==> config.mk <==
export PLATFORM = sky130hd
export DESIGN_NAME = satalnk_rmcont_mw
export DESIGN_NICKNAME = d
export VERILOG_FILES = /design/src/rtl/satalnk_rmcont_mw.sv
export SDC_FILE = /design/constraint.sdc
export NUM_CORES = 1
export LEC_CHECK = 0
export BUFFER_PORTS_ARGS = -buffer_cell sky130_fd_sc_hd__buf_4
export CAP_MARGIN = 20
export CORE_MARGIN = 8
export CORE_UTILIZATION = 49
export CTS_BUF_LIST = sky130_fd_sc_hd__clkbuf_4 sky130_fd_sc_hd__clkbuf_8 sky130_fd_sc_hd__clkbuf_16
export DETAILED_ROUTE_END_ITERATION = 10
export PLACE_DENSITY = 0.84
export SYNTH_ARGS = -nofsm -noshare
export SYNTH_HDL_FRONTEND = slang
export SYNTH_SLANG_ARGS = --single-unit
export TNS_END_PERCENT = 5
==> constraint.sdc <==
create_clock -name i_clk -period 10.7 [get_ports i_clk]
set_input_delay 2.14 -clock i_clk [delete_from_list [all_inputs] [get_ports i_clk]]
set_output_delay 2.14 -clock i_clk [all_outputs]
set_load 0.005 [all_outputs]
==> src/rtl/satalnk_rmcont_mw.sv <==
// SATA link receive CONT-removal stage: drops/expands P_CONT runs and P_ALIGN
// across NW lanes per beat, with orphan-CONT detection and a suppression counter.
module satalnk_rmcont_mw #(
  parameter int NW             = 2,
  parameter int OPT_REPEAT     = 0,
  parameter int OPT_DROP_ALIGN = 1,
  parameter int OPT_LOWPOWER   = 0,
  parameter int CW             = 16
) (
  input  logic              i_clk,
  input  logic              i_reset,
  input  logic              i_valid,
  input  logic [NW-1:0]     i_primitive,
  input  logic [32*NW-1:0]  i_data,
  output logic              o_valid,
  output logic [NW-1:0]     o_keep,
  output logic [NW-1:0]     o_primitive,
  output logic [32*NW-1:0]  o_data,
  output logic              o_cont_active,
  output logic              o_err_orphan,
  output logic [CW-1:0]     o_nsuppressed
);

  localparam logic [31:0]   P_ALIGN = 32'h7B4A_4ABC;
  localparam logic [31:0]   P_CONT  = 32'h9999_AA7C;
  localparam logic [CW-1:0] CNT_MAX = {CW{1'b1}};

  logic             active_q, active_d;
  logic             have_last_q, have_last_d;
  logic [31:0]      last_q, last_d;
  logic [CW-1:0]    cnt_q, cnt_d;
  logic             valid_q, valid_d;
  logic [NW-1:0]    keep_q, keep_d;
  logic [NW-1:0]    prim_q, prim_d;
  logic [32*NW-1:0] data_q, data_d;
  logic             orphan_q, orphan_d;

  logic             act_s, have_s, orphan_s;
  logic [31:0]      last_s;
  logic [3:0]       nsup_s;
  logic [CW+3:0]    sum_s;
  logic [NW-1:0]    keep_s, prim_s;
  logic [32*NW-1:0] data_s;

  // Lane-serial evaluation: each lane sees the held state left by the previous lane.
  always_comb begin
    act_s    = active_q;
    have_s   = have_last_q;
    last_s   = last_q;
    orphan_s = 1'b0;
    nsup_s   = 4'd0;
    keep_s   = '0;
    prim_s   = '0;
    data_s   = '0;
    for (int k = 0; k < NW; k++) begin
      if (i_primitive[k] && (i_data[32*k +: 32] == P_ALIGN)) begin
        keep_s[k]          = (OPT_DROP_ALIGN == 0);
        prim_s[k]          = 1'b1;
        data_s[32*k +: 32] = i_data[32*k +: 32];
      end else if (i_primitive[k] && (i_data[32*k +: 32] == P_CONT)) begin
        prim_s[k]          = 1'b1;
        data_s[32*k +: 32] = i_data[32*k +: 32];
        if (have_s) begin
          act_s = 1'b1;
          if (OPT_REPEAT != 0) begin
            keep_s[k]          = 1'b1;
            data_s[32*k +: 32] = last_s;
          end else begin
            nsup_s = nsup_s + 4'd1;
          end
        end else begin
          orphan_s = 1'b1;
        end
      end else if (i_primitive[k]) begin
        act_s              = 1'b0;
        have_s             = 1'b1;
        last_s             = i_data[32*k +: 32];
        keep_s[k]          = 1'b1;
        prim_s[k]          = 1'b1;
        data_s[32*k +: 32] = i_data[32*k +: 32];
      end else if (act_s) begin
        if (OPT_REPEAT != 0) begin
          keep_s[k]          = 1'b1;
          prim_s[k]          = 1'b1;
          data_s[32*k +: 32] = last_s;
        end else begin
          data_s[32*k +: 32] = i_data[32*k +: 32];
          nsup_s             = nsup_s + 4'd1;
        end
      end else begin
        keep_s[k]          = 1'b1;
        data_s[32*k +: 32] = i_data[32*k +: 32];
      end
      if ((OPT_LOWPOWER != 0) && !keep_s[k]) begin
        data_s[32*k +: 32] = 32'd0;
      end else begin
        data_s[32*k +: 32] = data_s[32*k +: 32];
      end
    end
    sum_s = {4'd0, cnt_q} + {{CW{1'b0}}, nsup_s};
  end

  // Commit lane results only for valid beats; idle cycles hold all state.
  always_comb begin
    active_d    = active_q;
    have_last_d = have_last_q;
    last_d      = last_q;
    cnt_d       = cnt_q;
    valid_d     = 1'b0;
    keep_d      = '0;
    prim_d      = '0;
    data_d      = '0;
    orphan_d    = 1'b0;
    if (i_valid) begin
      active_d    = act_s;
      have_last_d = have_s;
      last_d      = last_s;
      valid_d     = |keep_s;
      keep_d      = keep_s;
      prim_d      = prim_s;
      data_d      = data_s;
      orphan_d    = orphan_s;
      if (sum_s > {4'd0, CNT_MAX}) begin
        cnt_d = CNT_MAX;
      end else begin
        cnt_d = sum_s[CW-1:0];
      end
    end else begin
      cnt_d = cnt_q;
    end
  end

  // State and output registers.
  always_ff @(posedge i_clk) begin
    if (i_reset) begin
      active_q    <= 1'b0;
      have_last_q <= 1'b0;
      last_q      <= 32'd0;
      cnt_q       <= '0;
      valid_q     <= 1'b0;
      keep_q      <= '0;
      prim_q      <= '0;
      data_q      <= '0;
      orphan_q    <= 1'b0;
    end else begin
      active_q    <= active_d;
      have_last_q <= have_last_d;
      last_q      <= last_d;
      cnt_q       <= cnt_d;
      valid_q     <= valid_d;
      keep_q      <= keep_d;
      prim_q      <= prim_d;
      data_q      <= data_d;
      orphan_q    <= orphan_d;
    end
  end

  assign o_valid       = valid_q;
  assign o_keep        = keep_q;
  assign o_primitive   = prim_q;
  assign o_data        = data_q;
  assign o_cont_active = active_q;
  assign o_err_orphan  = orphan_q;
  assign o_nsuppressed = cnt_q;

endmodule

==> flow_summary_export.csv <==
group,metric,value,unit
synth,syn_nets,381,
worst_setup_path,crit_type,"input port to flip-flop",
cells_and_area,seq_area,0.00176,mm^2
route,firstDrtPassIters,4,
worst_setup_path,cp_max_fo,12,
place,portBuffers,155,
cells_and_area,drive_gt1_frac,0.385,
cells_and_area,stdcell_area,0.00465,mm^2
clock_network,root_buffer,"clkbuf_8",
synth,async_flop_share,0,
pwr,power_leakage,2.13,nW
pwr,p_sw,0.139,mW
sta,rsz0062_at_grt,"no",
die,die_x,96.4,um
clock_network,h-tree-depth,3,
die,io-pin-count,156,
worst_setup_path,rrSetupSlack,7.83,ns
synth,synth_area_leaders,"dfxtp_1 (56%), and2_1 (12%), o21ai_0 (2.4%)",
cells_and_area,nets,536,
die,placementRows,29,
sta,hold_viol_final,0,
die,die_area,0.00929,mm^2
worst_setup_path,cp_top_family,"simple AND/OR/NAND/NOR gates",
clock_network,ctsHoldBuffers,0,
clock_network,insertion_delay,0.34,ns
global_routing,grtUsageTotal,0.178,
sta,worst_pin_slew,0.516,ns
synth,synth-compound-area-share,0.0628,
sta,final-setup-viol-count,0,
route,wl_met2,3960,um
place,place_area,0.00439,mm^2
pwr,sw_frac_of_total,0.206,
route,dr_wl_met3,948,um
route,maxUsedRoutingLayer,"met4",
clock_network,clkTransAtPathRegs,0.08,ns
pwr,power.share.clock,0.397,
hold_path,hold_path_class,"flip-flop to flip-flop",
clock_network,clock-sinks,88,
route,drt_wl_total,8370,um
route,via_per_inst,4.95,
pwr,seq_power_share,0.508,
synth,synth_ff_type,"dfxtp_1",
place,gp_congestion,0.793,
route,wl_per_cell,15.4,um
sta,max_slew_margin,0.652,
route,dr_total_vias,2699,
sta,finalClockSkew,0.00845,ns
synth,synth-simple-area-share,0.299,
worst_setup_path,start_kind,"input port",
worst_setup_path,crit_slowest_cell,"or4b_1",
synth,yosys_warnings,0,
cells_and_area,layout_commonest_cell,"buf_4",
pwr,max-vdd-ir-drop,0.107,mV
clock_network,post_cts_buffers,0,
worst_setup_path,cp.arrival,5.47,ns
worst_setup_path,path_buf_inv,1,
synth,syn-cell-area,0.00317,mm^2
die,die_h,96.4,um
clock_network,tritoncts,"done",
route,route.detailed.drc,0,
synth,synth_adder_area_share,0.0182,
global_routing,grt_pass1_wl,12700,um
cells_and_area,diodes,0,
synth,synth.distinct_cells,44,
sta,maxSlewViolCount,0,
worst_setup_path,required,10.96,ns
route,met1_length,3310,um
global_routing,grt_max_degree,68,
sta,timing.final.crit_share,0.486,
place,dp_hpwl,6650,um
pwr,p_int,0.535,mW
synth,syn_avg_cell_area,10.3,um^2
sta,clock.fmax,0.192,GHz
synth,synth_area_leader_cell,"dfxtp_1",
job,maxCapViolCount,0,
global_routing,grt_pass1_vias,2704,
synth,synth_top_family_by_area,"simple AND/OR/NAND/NOR gates",
die,coreArea,0.00631,mm^2
route,drtIter0Drc,50,
pwr,pwr_density_cell,145,mW/mm^2
synth,synth_xor_area_frac,0.0332,
cells_and_area,area_growth,46.8,%
cells_and_area,multi_input_area,0.00134,mm^2
worst_setup_path,critical-path-max-stage-delay,0.53,ns
synth,synth_edf_count,0,
clock_network,clockBufferDepth,2,
global_routing,antenna_found_initial,0,
route,final_antenna_net_count,0,
cells_and_area,most-common-layout-cells,"buf_4 (155), dfxtp_1 (88), and2_1 (63)",
synth,synth_top_area_share,0.557,
worst_setup_path,crit_path_end_kind,"flip-flop",
sta,period_needed,5.20,ns
clock_network,postCtsResizedCells,0,
cells_and_area,num-fill-cells,473,
sta,finalSetupTns,0,ns
clock_network,cts_buffers,9,
outcome,status,"finished, final reports clean",
synth,syn_inst,308,
pwr,comb_power_share,0.094,
synth,synth-seq-area-share,0.557,
die,initial_core_util,0.501,
sta,hold_ws,0.534,ns
synth,ys_seq_elements,88,
synth,synth_mux_area_frac,0.00632,
global_routing,grt_overflow_total,0,
worst_setup_path,worstPathCellList,"buf_4 > or4b_1 > nor4_2 > or3b_1 > and3_4 > nor3_2 > ha_1 > fa_1 > nand3_1 > nor3_1 > nand2_1 > o21ai_0",
-- per-layer routing --
metal  track usage  up-vias
met1         0.189     1217
met4        0.0794        0
met5             0        -
met2         0.294      107
met3        0.0889       11
li1              -     1364
-- tightest hold or removal path, delay by kind of cell, from the launching register on --
kind,cells,cell delay (ns)
AOI/OAI and AO/OA,1,0.05
DFF,1,0.34
and+or+nand+nor,1,0.10
-- cell families (layout without fill, tap and decap cells) --
family          Yosys count  after routing
compound gates           32             32
xor+xnor                 12             12
fa+ha+maj                 4              4
buf+inv                  20            180
flops                    88             88
mux                       2              2
simple gates            150            150
-- flip-flops by register name (all words and copies together), names as in the netlist --
signal         count
have_last_q        1
o_cont_active      1
o_data            64
o_err_orphan       1
o_keep             2
o_nsuppressed     16
o_primitive        2
o_valid            1
-- synthesized netlist by cell type, types with 2 or more instances --
master,n
a211oi_1,4
a21oi_1,6
and2_1,63
and3_1,2
and4b_1,4
clkbuf_1,10
dfxtp_1,88
ha_1,3
inv_1,8
mux2i_1,2
nand2_1,11
nand2b_1,2
nand3_1,8
nand4_1,10
nand4b_1,3
nor2_1,16
nor2b_1,4
nor3_1,5
nor4_1,3
nor4b_1,2
nor4bb_1,6
o21ai_0,15
or4b_2,2
xnor2_1,4
xor2_1,8
-- stage by stage --
step	setup slack (ns)	util	power, mW	std cells
after floorplan	5.67	-	0.369	308
after global placement	5.31	0.695	0.413	528
after detailed placement	5.16	0.695	0.414	528
after CTS	5.51	0.733	0.681	544
after global routing	5.26	0.736	0.706	545
final	5.50	0.736	0.674	545
-- power groups by stage --
| stage | sequential [mW] | combinational (mW) | clock [mW] |
|---|---|---|---|
| 3_3_place_gp | 0.350 | 0.0624 | 0 |
| 4_1_cts | 0.343 | 0.0638 | 0.275 |
| 3_5_place_dp | 0.351 | 0.0635 | 0 |
| 6_report | 0.343 | 0.0635 | 0.268 |
| 5_1_grt | 0.344 | 0.0695 | 0.292 |
| 2_1_floorplan | 0.352 | 0.0177 | 0 |
-- worst paths after layout --
kind / start / endpoint / cells after the start
worst min register to register: o_nsuppressed[0]$_SDFFE_PP0P_ / o_nsuppressed[0]$_SDFFE_PP0P_ / 2
worst min-delay path: o_nsuppressed[0]$_SDFFE_PP0P_ / o_nsuppressed[0]$_SDFFE_PP0P_ / 2
worst max-delay path: i_data[57] / o_nsuppressed[4]$_SDFFE_PP0P_ / 12
worst max register to register: o_cont_active$_SDFFE_PP0P_ / o_nsuppressed[4]$_SDFFE_PP0P_ / 13
-- final cells by class --
cell class | instances | area share
clock buffer | 10 | 0.0283
timing repair buffer | 156 | 0.255
clock inverter | 6 | 0.0232
multi-input combinational | 200 | 0.287
tap | 77 | 0.0207
sequential | 88 | 0.379
inverter | 8 | 0.00646
Note: power is estimated with default switching activity, not from simulation.
